<file path="config.mk">
export PLATFORM = sky130hd
export DESIGN_NAME = pipe_stage
export DESIGN_NICKNAME = d
export VERILOG_FILES = /design/src/rtl/pipe_pkg.sv /design/src/rtl/sat_cnt.sv /design/src/rtl/pipe_stage.sv
export SDC_FILE = /design/constraint.sdc
export NUM_CORES = 1
export LEC_CHECK = 0
export ABC_AREA = 1
export ABC_CLOCK_PERIOD_IN_PS = 1720
export CAP_MARGIN = 20
export CORE_MARGIN = 2
export CORE_UTILIZATION = 30
export DETAILED_ROUTE_END_ITERATION = 6
export SYNTH_ARGS = -nofsm -noshare
export SYNTH_HDL_FRONTEND = slang
export SYNTH_SLANG_ARGS = --single-unit
</file>
<file path="constraint.sdc">
create_clock -name CLK -period 1.72 [get_ports CLK]
set_input_delay 0.344 -clock CLK [delete_from_list [all_inputs] [get_ports CLK]]
set_output_delay 0.344 -clock CLK [all_outputs]
set_load 0.01 [all_outputs]
</file>
<file path="src/rtl/pipe_pkg.sv">
// Shared definitions for the pipeline boundary stage: state encoding and
// default payload / stall-counter widths.
package pipe_pkg;

  localparam int unsigned DEF_WIDTH = 32;
  localparam int unsigned DEF_CNT_W = 16;

  // Encoding equals the number of held entries, so occ is the state itself.
  typedef enum logic [1:0] {
    EMPTY = 2'd0,
    ONE   = 2'd1,
    TWO   = 2'd2
  } state_e;

endpackage

</file>
<file path="src/rtl/sat_cnt.sv">
// Saturating up-counter.
// Ports: CLK clock, RST sync active-high clear, inc count enable,
//        cnt current value (sticks at all-ones, never wraps).
module sat_cnt
  import pipe_pkg::*;
#(
  parameter int unsigned CNT_W = DEF_CNT_W
) (
  input  logic             CLK,
  input  logic             RST,
  input  logic             inc,
  output logic [CNT_W-1:0] cnt
);

  logic [CNT_W-1:0] r_cnt;

  // Only reset clears the count; at all-ones further increments are dropped.
  always_ff @(posedge CLK) begin
    if (RST) begin
      r_cnt <= '0;
    end else if (inc && (r_cnt != {CNT_W{1'b1}})) begin
      r_cnt <= r_cnt + CNT_W'(1);
    end
  end

  assign cnt = r_cnt;

endmodule

</file>
<file path="src/rtl/pipe_stage.sv">
// Two-entry skid-buffered pipeline boundary register with flush and a
// saturating backpressure counter. Usable at any datapath boundary by WIDTH.
// Ports: CLK, RST (sync active-high), flush (drop all entries),
//        in_valid/in_data/in_ready (upstream handshake),
//        out_valid/out_data/out_ready (downstream handshake),
//        occ (entries held 0..2), stall_cnt (cycles with out_valid & !out_ready).
module pipe_stage
  import pipe_pkg::*;
#(
  parameter int unsigned WIDTH = DEF_WIDTH,
  parameter int unsigned CNT_W = DEF_CNT_W
) (
  input  logic             CLK,
  input  logic             RST,
  input  logic             flush,
  input  logic             in_valid,
  input  logic [WIDTH-1:0] in_data,
  output logic             in_ready,
  output logic             out_valid,
  output logic [WIDTH-1:0] out_data,
  input  logic             out_ready,
  output logic [1:0]       occ,
  output logic [CNT_W-1:0] stall_cnt
);

  state_e           r_state;
  logic [WIDTH-1:0] r_main;
  logic [WIDTH-1:0] r_skid;

  logic w_in_xfer;
  logic w_out_xfer;
  logic w_stall_inc;

  // Handshake flags depend only on the state flop, so in_ready has no
  // combinational path from any input.
  assign in_ready  = (r_state == EMPTY) || (r_state == ONE);
  assign out_valid = (r_state == ONE) || (r_state == TWO);
  assign out_data  = r_main;
  assign occ       = 2'(r_state);

  assign w_in_xfer   = in_valid & in_ready;
  assign w_out_xfer  = out_valid & out_ready;
  assign w_stall_inc = out_valid & ~out_ready;

  // State and storage update; flush only moves the state, leaving stale
  // register contents that are never exposed while out_valid is low.
  always_ff @(posedge CLK) begin
    if (RST) begin
      r_state <= EMPTY;
      r_main  <= '0;
      r_skid  <= '0;
    end else if (flush) begin
      r_state <= EMPTY;
    end else begin
      case (r_state)
        EMPTY: begin
          if (w_in_xfer) begin
            r_main  <= in_data;
            r_state <= ONE;
          end
        end
        ONE: begin
          if (w_in_xfer && w_out_xfer) begin
            r_main <= in_data;
          end else if (w_out_xfer) begin
            r_state <= EMPTY;
          end else if (w_in_xfer) begin
            r_skid  <= in_data;
            r_state <= TWO;
          end
        end
        TWO: begin
          // in_ready is low here, so only the output side can move.
          if (w_out_xfer) begin
            r_main  <= r_skid;
            r_state <= ONE;
          end
        end
        default: r_state <= EMPTY;
      endcase
    end
  end

  sat_cnt #(
    .CNT_W(CNT_W)
  ) u_stall_cnt (
    .CLK(CLK),
    .RST(RST),
    .inc(w_stall_inc),
    .cnt(stall_cnt)
  );

endmodule

</file>
== Yosys cells after proc, flatten, opt, wreduce, memory -nomap -nowiden ==
Index checks and enable logic that the tools add are counted.

* Add/sub/neg operators: 1
* Equal/unequal tests: 8
* Mux-type cells: 10
* Bitwise gates (word level): 7
* Reductions and logical operators: 10

{| class="wikitable"
|+ Operators with widths
! cell !! count
|-
| 32-bit 2-to-1 mux || 3
|-
| 32-bit case mux with 3 select lines || 1
|-
| 16-bit by 1-bit adder with 16-bit output, second input constant || 1
|-
| 16-bit != test, second input constant || 1
|-
| 2-bit 2-to-1 mux || 5
|-
| 5-bit AND reduction || 2
|-
| 2-bit != test, second input constant || 3
|-
| 2-bit case mux with 3 select lines || 1
|-
| 1-bit inverter || 4
|-
| 4-bit AND reduction || 1
|-
| 1-bit bitwise AND || 3
|-
| 3-bit != test, second input constant || 1
|-
| 3-bit nonzero test || 1
|-
| 2-bit by 1-bit == test with 1-bit output, second input constant || 1
|-
| 2-bit == test, second input constant || 1
|-
| 1-bit logical AND || 2
|-
| 2-bit zero test || 1
|-
| 1-bit logical OR || 2
|-
| 2-bit by 1-bit != test with 1-bit output, second input constant || 1
|-
| 2-bit OR reduction || 1
|}

* Flip-flop bits (word level): 82
* Logic and storage cells: 40

== Depth between registers and ports, before layout ==
Gate-level depths: netlist of the first run.

* Word-level depth: 7
* Depth in mapped cells: 12
* Depth with buffers taken out: 10

== By module ==
Synthesis of the first run repeated with hierarchy kept, for this count alone.

* Cells, all modules: 640
* Area total of the unflattened synthesis: 4105.2 um2

{| class="wikitable"
|+ Modules (own cells, without submodules)
! module !! instances !! cells an instance !! area each (um2) !! seq. area each (um2)
|-
| pipe_stage || 1 || 491 || 3175.5 || 1321.3
|-
| sat_cnt || 1 || 149 || 929.6 || 320.3
|}

== Least setup slack after synthesis of the first run ==
OpenSTA, ideal clock, no wires.

* Kind: reg-to-reg
* Start point: register r_state[0] (netlist: occ[0])
* End point: register r_main[20] (netlist: out_data[20])
* Library setup time: 113 ps
* Data arrival time: 1831 ps
* Required time: 1607 ps
* Slack: -224 ps
* Stages on the path, launching flop included: 11
* Clock period less this slack: 1944 ps
* Cells stage by stage: dfxtp_1 inv_1 ha_1 nand2_1 o21ai_1 nand2_2 nor3_4 buf_6 nand2_1 nand2_1 nor2_1

* Longest elaborated chain between the ends: 6
* Elaborated cells on any way between the ends: 14
* Classes of those cells: 5 x eq/ne; 1 x mux; 2 x bitwise; 6 x reduce/logical

{| class="wikitable"
|+ RTL lines
! what !! RTL line !! text
|-
| from (decl) || pipe_stage.sv:26 || <nowiki>state_e r_state;</nowiki>
|-
| from (signal assigned) || pipe_stage.sv:49 || <nowiki>r_state <= EMPTY;</nowiki>
|-
| from (signal assigned) || pipe_stage.sv:53 || <nowiki>r_state <= EMPTY;</nowiki>
|-
| from (signal assigned) || pipe_stage.sv:59 || <nowiki>r_state <= ONE;</nowiki>
|-
| 2-bit by 1-bit == test with 1-bit output / 2-bit == test (equally long branches) || pipe_stage.sv:37 || <nowiki>assign out_valid = (r_state == ONE) || (r_state == TWO);</nowiki>
|-
| 1-bit logical OR (*) || pipe_stage.sv:37 ||
|-
| named net out_valid || pipe_stage.sv:19 || <nowiki>output logic out_valid,</nowiki>
|-
| 1-bit bitwise AND (*) || pipe_stage.sv:42 || <nowiki>assign w_out_xfer = out_valid & out_ready;</nowiki>
|-
| 1-bit logical AND || pipe_stage.sv:63 || <nowiki>if (w_in_xfer && w_out_xfer) begin</nowiki>
|-
| 2-bit by 1-bit != test with 1-bit output (no line) || -- ||
|-
| 5-bit AND reduction (no line) (*) || -- ||
|-
| to (signal assigned) || pipe_stage.sv:58 || <nowiki>r_main <= in_data;</nowiki>
|-
| to (signal assigned) || pipe_stage.sv:64 || <nowiki>r_main <= in_data;</nowiki>
|-
| to (signal assigned) || pipe_stage.sv:75 || <nowiki>r_main <= r_skid;</nowiki>
|-
| to (decl) || pipe_stage.sv:27 || <nowiki>logic [WIDTH-1:0] r_main;</nowiki>
|}

Mark *: on every way through the listed nets, which the timed path passes. The rest lies on a longest branch.
A chain may end at the register's enable or synchronous reset.

== Worst setup path after layout of the first run ==
* Start point: register r_state[0] (netlist: occ[0])
* End point: register r_main[6] (netlist: out_data[6])

* Longest elaborated chain between the ends: 6
* Elaborated cells on any way between the ends: 14
* Classes of those cells: 5 x eq/ne; 1 x mux; 2 x bitwise; 6 x reduce/logical

{| class="wikitable"
|+ RTL lines
! what !! RTL line
|-
| 2-bit by 1-bit == test with 1-bit output (tied with other cells) || pipe_stage.sv:36, pipe_stage.sv:37, pipe_stage.sv:55
|-
| 1-bit logical OR (on tied branches) || pipe_stage.sv:36, pipe_stage.sv:37
|-
| 1-bit bitwise AND (on tied branches) || pipe_stage.sv:41, pipe_stage.sv:42
|-
| 1-bit logical AND || pipe_stage.sv:63
|-
| 2-bit by 1-bit != test with 1-bit output (no line) || --
|-
| 5-bit AND reduction (no line) || --
|}

Parallel ways exist; a longest one is shown, timed or not.

==> load_flow_metrics.sql, run 1 <==
INSERT INTO impl_metrics (metric_group, metric, value, unit) VALUES
('min_path', 'whs_path_depth', '2', ''),
('drt', 'drt.antenna.violating_nets', '0', ''),
('sta', 'finalCriticalPeriod', '1.775', 'ns'),
('drt', 'wirelength', '10.04', 'mm'),
('synthesis', 'postSynthNetCount', '568', ''),
('die', 'top_level_ports', '89', ''),
('clocking', 'clk_latency', '0.34', 'ns'),
('pwr', 'report.power.total', '0.005043', 'W'),
('clocking', 'tritoncts_num_sinks', '82', ''),
('clocking', 'cts.clk_slew.worst_paths', '0.06', 'ns'),
('finish', 'fraction_of_layout_cells_with_a_size_suffix_above_1', '0.1485', ''),
('finish', 'mostFrequentLayoutCell', 'nor2_1', ''),
('drt', 'vias_per_cell', '4.516', ''),
('finish', 'area_growth_syn_to_layout', '47.17', '%'),
('die', 'rows', '40', ''),
('finish', 'layout_common_cells', 'nor2_1, nand2_1, clkdlybuf4s50_1', ''),
('die', 'dieWidth', '116.0', 'µm'),
('sta', 'timing_max_transition_violations_final', '0', ''),
('finish', 'antenna_diode_count', '0', ''),
('setup_path', 'cp_class', 'flip-flop to flip-flop', ''),
('global_route', 'grt_antenna_before_repair', '0', ''),
('synthesis', 'ys_seq_area_frac', '0.4362', ''),
('sta', 'final.period_utilization', '1.032', ''),
('sta', 'final-setup-viol-count', '28', ''),
('global_route', 'number_of_global_route_vias_before_repair', '3272', ''),
('sta', 'hold_violations', '0', ''),
('drt', 'drt-wirelength-per-cell', '12.53', 'µm'),
('pwr', 'cellLeakagePower', '2.209', 'nW'),
('synthesis', 'syn_inst', '525', ''),
('die', 'fp.dieH', '116.0', 'µm'),
('place', 'globalplace.congestion', '0.7988', ''),
('synthesis', 'synth_area', '3764', 'µm²'),
('global_route', 'grt_pass1_wl', '15.30', 'mm'),
('synthesis', 'ys_ff_latch', '82', ''),
('setup_path', 'rr_worst_depth', '11', ''),
('setup_path', 'cp.required', '1.95', 'ns'),
('die', 'core_area', '12110', 'µm²'),
('die', 'floorplan.die_area', '13460', 'µm²'),
('job', 'maxCapViolCount', '0', ''),
('clocking', 'cts_made_buffers', '9', ''),
('sta', 'transition_time_at_the_pin_with_the_least_slew_margin', '0.4332', 'ns'),
('drt', 'drc', '0', ''),
('setup_path', 'worst-path-max-fanout', '16', ''),
('drt', 'initialDrtViolationCount', '166', ''),
('clocking', 'clock_tree_from_tritoncts', 'yes', ''),
('sta', 'worst_clock_skew', '0.005270', 'ns'),
('place', 'count_of_port_buffers_added_during_placement', '88', ''),
('sta', 'unrepaired_setup_endpoints_after_global_routing', 'true', ''),
('clocking', 'h-tree-depth', '3', ''),
('place', 'hpwl', '6.527', 'mm'),
('clocking', 'cts_hold_repair.buffers', '0', ''),
('synthesis', 'synth_cell_types', '24', ''),
('global_route', 'grt_max_degree', '51', ''),
('setup_path', 'worst_setup_path_end_kind', 'flip-flop', ''),
('clocking', 'cts.root.buffer_cell', 'clkbuf_16', ''),
('sta', 'setup_tns', '-0.6978', 'ns'),
('synthesis', 'yosysWarnings', '0', ''),
('run_status', 'violated_checks', 'setup timing', ''),
('pwr', 'power_per_cell_area', '910.4', 'nW/µm²'),
('synthesis', 'postSynthAreaPerCell', '7.169', 'µm²'),
('die', 'initial_standard_cell_utilization_of_the_core', '0.3107', ''),
('clocking', 'clk_path_buf_depth', '2', ''),
('sta', 'timing.final.ws_setup', '-0.05514', 'ns'),
('pwr', 'irDropWorstVdd', '0.6335', 'mV'),
('sta', 'relSlewSlack', '0.7112', ''),
('drt', 'first_pass_iters', '6', ''),
('finish', 'final.fill_count', '1267', ''),
('setup_path', 'arrival', '2.01', 'ns'),
('drt', 'num_vias', '3617', ''),
('min_path', 'timing.hold.worst.class', 'flip-flop to flip-flop', ''),
('global_route', 'grt_overflow_total', '0', ''),
('sta', 'peak_freq', '563.3', 'MHz'),
('global_route', 'gr-usage-all-layers', '0.1450', ''),
('finish', 'num-nets-final', '671', ''),
('run_status', 'outcome', 'complete, but fails checks', ''),
('setup_path', 'start_kind', 'flip-flop', '');
metrics by stage:
stage / hold slack, ns / worst slack (ns) / cell area [µm²] / std cells / util
final: 0.4844 / -0.05514 / 5539 / 801 / 0.4573
after global routing: 0.5009 / -0.1451 / 5539 / 801 / 0.4573
after global placement: 0.4535 / -0.2624 / 4972 / 777 / 0.4105
after detailed placement: 0.4607 / -0.2781 / 4972 / 777 / 0.4105
after CTS: 0.4755 / -0.02444 / 5280 / 793 / 0.4360
after floorplan: 0.4548 / -0.07254 / 3795 / 525 / -
where the power goes:
group	leakage [nW]	total (W)	switching, W	internal (W)
registers	0.674	0.00207	0.0000659	0.00201
logic	1.39	0.000948	0.000445	0.000503
clock network	0.147	0.00202	0.000745	0.00128
total	2.21	0.00504	0.00126	0.00379
cells in the mapped netlist (all sizes together):
| master | instances | share of area |
|---|---|---|
| clkinv | 1 | 0.0010 |
| nand2 | 126 | 0.13 |
| nand3 | 11 | 0.015 |
| ha | 6 | 0.020 |
| inv | 18 | 0.018 |
| nor2 | 159 | 0.16 |
| xor2 | 3 | 0.0070 |
| o211ai | 1 | 0.0020 |
| a21oi | 13 | 0.017 |
| buf | 13 | 0.029 |
| xnor2 | 3 | 0.0070 |
| or2 | 1 | 0.0017 |
| nand4 | 7 | 0.012 |
| nor3 | 1 | 0.0043 |
| clkbuf | 13 | 0.013 |
| o21ai | 35 | 0.047 |
| dfxtp | 82 | 0.44 |
| mux2i | 32 | 0.085 |
area by class of cell:
class / count / area [µm²] / area share
inverter: 19 / 76.32 / 0.01378
clock inverter: 4 / 76.32 / 0.01378
clock buffer: 12 / 236.5 / 0.04269
multi-input combinational: 398 / 2008 / 0.3625
tap: 168 / 210.2 / 0.03795
sequential: 82 / 1659 / 0.2995
timing repair buffer: 118 / 1272 / 0.2297
kinds of logic after synthesis:
family	synth area share
and+or+nand+nor	0.3185
DFF	0.4362
AOI/OAI and AO/OA	0.06583
buffers and inverters	0.06051
muxes	0.08511
xor gates and xnor gates	0.01397
adders and majority gates	0.01995
registers in the layout, summed over array words and instances (netlist names):
name / flops
out_data: 32
u_stall_cnt.cnt: 16
r_skid: 32
occ: 2
final timing paths:
| check | start | endpoint | slack [ns] |
|---|---|---|---|
| hold reg to reg | r_skid[17] | r_skid[17] | 0.48 |
| hold / removal | r_skid[17] | r_skid[17] | 0.48 |
| setup reg to reg | occ[0] | out_data[6] | -0.06 |
| setup / recovery | occ[0] | out_data[6] | -0.06 |
metal layers:
| metal | track usage | vias to the layer above | share of wire |
|---|---|---|---|
| li1 | - | 1861 | - |
| met1 | 0.1692 | 1665 | 0.44 |
| met2 | 0.2519 | 82 | 0.49 |
| met3 | 0.05753 | 9 | 0.061 |
| met4 | 0.03175 | 0 | 0.0097 |
| met5 | 0 | - | 0 |
worst max-delay path, stage by stage (launching register included):
cell and delay (ns):
dfxtp_4 0.37, inv_4 0.05, ha_4 0.27, nand2_4 0.05, o21ai_2 0.12, nand2_2 0.08
nor3_4 0.23, buf_12 0.18, clkbuf_16 0.18, nand2_1 0.05, nand2_1 0.05, nor2_1 0.03
timing repair:
item | CTS | global route
gates cloned | 0 | 4
setup endpoints to repair | 34 | 53
pin swaps | 3 | 3
setup buffers | 0 | 4
gates resized for setup | 6 | 44
No activity file was read; power rests on OpenSTA's default activity.
==> run 2: changes to the inputs <==
--- a/config.mk
+++ b/config.mk
@@ -8,7 +8,6 @@
 export ABC_AREA = 1
 export ABC_CLOCK_PERIOD_IN_PS = 1720
 export CAP_MARGIN = 20
-export CORE_MARGIN = 2
 export CORE_UTILIZATION = 30
 export DETAILED_ROUTE_END_ITERATION = 6
 export SYNTH_ARGS = -nofsm -noshare
==> load_flow_metrics.sql, run 2 (synthesized netlist as in run 1, its figures left out) <==
INSERT INTO impl_metrics (metric_group, metric, value, unit) VALUES
('die', 'core_area', '12110', 'µm²'),
('setup_path', 'rr_worst_depth', '11', ''),
('drt', 'num_vias', '3572', ''),
('pwr', 'cellLeakagePower', '2.086', 'nW'),
('clocking', 'clk_latency', '0.33', 'ns'),
('setup_path', 'worst-path-max-fanout', '16', ''),
('global_route', 'grt_util_met2', '0.2578', ''),
('setup_path', 'critical_path.top_delay_family', 'simple AND/OR/NAND/NOR gates', ''),
('clocking', 'cts.clk_slew.worst_paths', '0.06', 'ns'),
('setup_path', 'cp.buffers_inverters', '3', ''),
('sta', 'worst_clock_skew', '0.006807', 'ns'),
('sta', 'transition_time_at_the_pin_with_the_least_slew_margin', '0.5854', 'ns'),
('clocking', 'h-tree-depth', '3', ''),
('clocking', 'cts.root.buffer_cell', 'clkbuf_16', ''),
('global_route', 'met1_usage', '0.1727', ''),
('sta', 'final-setup-viol-count', '0', ''),
('die', 'fp.dieH', '114.0', 'µm'),
('global_route', 'number_of_global_route_vias_before_repair', '3423', ''),
('drt', 'wirelength', '9.509', 'mm'),
('sta', 'unrepaired_setup_endpoints_after_global_routing', 'true', ''),
('setup_path', 'worst_path_largest_cell_delay', '0.38', 'ns'),
('drt', 'drt-wirelength-per-cell', '11.95', 'µm'),
('finish', 'fraction_of_layout_cells_with_a_size_suffix_above_1', '0.1083', ''),
('sta', 'peak_freq', '591.3', 'MHz'),
('global_route', 'grt_antenna_before_repair', '0', ''),
('die', 'rows', '40', ''),
('drt', 'drt.antenna.violating_nets', '0', ''),
('setup_path', 'start_kind', 'flip-flop', ''),
('min_path', 'whs_path_depth', '2', ''),
('place', 'hpwl', '6.214', 'mm'),
('finish', 'area_growth_syn_to_layout', '41.19', '%'),
('sta', 'hold_violations', '0', ''),
('finish', 'antenna_diode_count', '0', ''),
('die', 'top_level_ports', '89', ''),
('finish', 'num-nets-final', '667', ''),
('global_route', 'grt_overflow_total', '0', ''),
('clocking', 'clock_tree_from_tritoncts', 'yes', ''),
('setup_path', 'cp.required', '1.95', 'ns'),
('clocking', 'cts_hold_repair.buffers', '0', ''),
('place', 'count_of_port_buffers_added_during_placement', '88', ''),
('global_route', 'gr-max-usage-layer', 'met2', ''),
('global_route', 'gr-usage-all-layers', '0.1502', ''),
('drt', 'first_pass_iters', '4', ''),
('global_route', 'grt_max_degree', '51', ''),
('global_route', 'grt_pass1_wl', '15.45', 'mm'),
('clocking', 'tritoncts_num_sinks', '82', ''),
('setup_path', 'critical_path_depth', '11', ''),
('clocking', 'cts_made_buffers', '9', ''),
('place', 'globalplace.congestion', '0.8574', ''),
('setup_path', 'cp_slowest_cell', 'dfxtp_4', ''),
('pwr', 'power_per_cell_area', '876.0', 'nW/µm²'),
('die', 'dieWidth', '114.0', 'µm'),
('drt', 'drc', '0', ''),
('setup_path', 'cp_cell_sequence', 'inv_4, ha_4, nand2_2, o21ai_2, nand2_2, nor3_4, buf_4, buf_12, nand2_1, nand2_1, nor2_1', ''),
('drt', 'vias_per_cell', '4.487', ''),
('setup_path', 'arrival', '1.92', 'ns'),
('place', 'place_ws', '-0.2810', 'ns'),
('min_path', 'timing.hold.worst.class', 'flip-flop to flip-flop', ''),
('sta', 'timing_max_transition_violations_final', '0', ''),
('pwr', 'irDropWorstVdd', '0.5475', 'mV'),
('die', 'floorplan.die_area', '13000', 'µm²'),
('sta', 'relSlewSlack', '0.6098', ''),
('sta', 'final_hold_slack', '0.4671', 'ns'),
('drt', 'initialDrtViolationCount', '241', ''),
('setup_path', 'worst_setup_path_end_kind', 'flip-flop', ''),
('finish', 'layout_common_cells', 'nor2_1, nand2_1, clkdlybuf4s50_1', ''),
('job', 'maxCapViolCount', '0', ''),
('setup_path', 'cp_class', 'flip-flop to flip-flop', ''),
('sta', 'final.period_utilization', '0.9832', ''),
('finish', 'mostFrequentLayoutCell', 'nor2_1', ''),
('sta', 'finalCriticalPeriod', '1.691', 'ns'),
('die', 'initial_standard_cell_utilization_of_the_core', '0.3107', ''),
('global_route', 'gr-usage-met3', '0.04888', ''),
('run_status', 'outcome', 'complete, no violations', ''),
('clocking', 'clk_path_buf_depth', '2', ''),
('sta', 'timing.final.ws_setup', '0.02891', 'ns');
run 2: cell types whose count changed in the layout (fill, tap and decap cells not counted), sizes merged:
cell / change
buf: -1
bufinv: -2
clkbuf: -5
clkdlybuf4s50: +1
clkinv: +4
clkinvlp: -1
dlygate4sd2: +1
dlymetal6s2s: -2
run 2: per-layer routing:
layer  wire length (µm)  vias to the layer above
li1                   -                     1852
met1               4285                     1612
met2               4455                       95
met3                625                       13
met4                142                        0
met5                  0                        -
run 2: area by class of cell:
class | count | area (µm²)
Fill cell | 1249 | 6798
Multi-Input combinational cell | 398 | 1928
Sequential cell | 82 | 1660
Timing Repair Buffer | 114 | 1177
Clock buffer | 10 | 229.0
Tap cell | 168 | 210.2
Inverter | 19 | 76.32
Clock inverter | 5 | 32.53
run 2: worst paths after layout:
kind,startpoint,to,slack [ns]
worst min register to register,out_data[27],out_data[27],0.47
worst max-delay path,occ[0],out_data[7],0.03
worst max register to register,occ[0],out_data[7],0.03
worst min-delay path,out_data[27],out_data[27],0.47
run 2: repair_timing:
| item | in CTS | in global routing |
|---|---|---|
| pin swaps | 3 | 0 |
| buffers inserted | 0 | 2 |
| resized for setup | 8 | 13 |
| gates cloned | 0 | 2 |
| setup endpoints to repair | 35 | 48 |
run 2: through the flow:
stage | total power [W] | setup TNS, ns | utilization | cells | instance area, µm²
after global routing | 0.004900 | -2.104 | 0.4387 | 796 | 5314
after global placement | 0.002936 | -8.200 | 0.4105 | 777 | 4972
final | 0.004655 | 0 | 0.4387 | 796 | 5314
after CTS | 0.004699 | -0.04971 | 0.4317 | 792 | 5229
after floorplan | 0.002546 | -2.022 | - | 525 | 3795
after detailed placement | 0.002945 | -9.491 | 0.4105 | 777 | 4972
run 2: worst reg2reg max path: stages (launching register included):
cell	delay (ns)
dfxtp_4	0.38
inv_4	0.05
ha_4	0.26
nand2_2	0.05
o21ai_2	0.12
nand2_2	0.07
nor3_4	0.17
buf_4	0.18
buf_12	0.15
nand2_1	0.07
nand2_1	0.06
nor2_1	0.04
run 2: power breakdown:
part / total, W / switching (W) / internal (W)
Sequential: 0.00207 / 0.0000627 / 0.00201
Clock: 0.00172 / 0.000753 / 0.000967
Combinational: 0.000864 / 0.000408 / 0.000456
Total: 0.00466 / 0.00122 / 0.00343
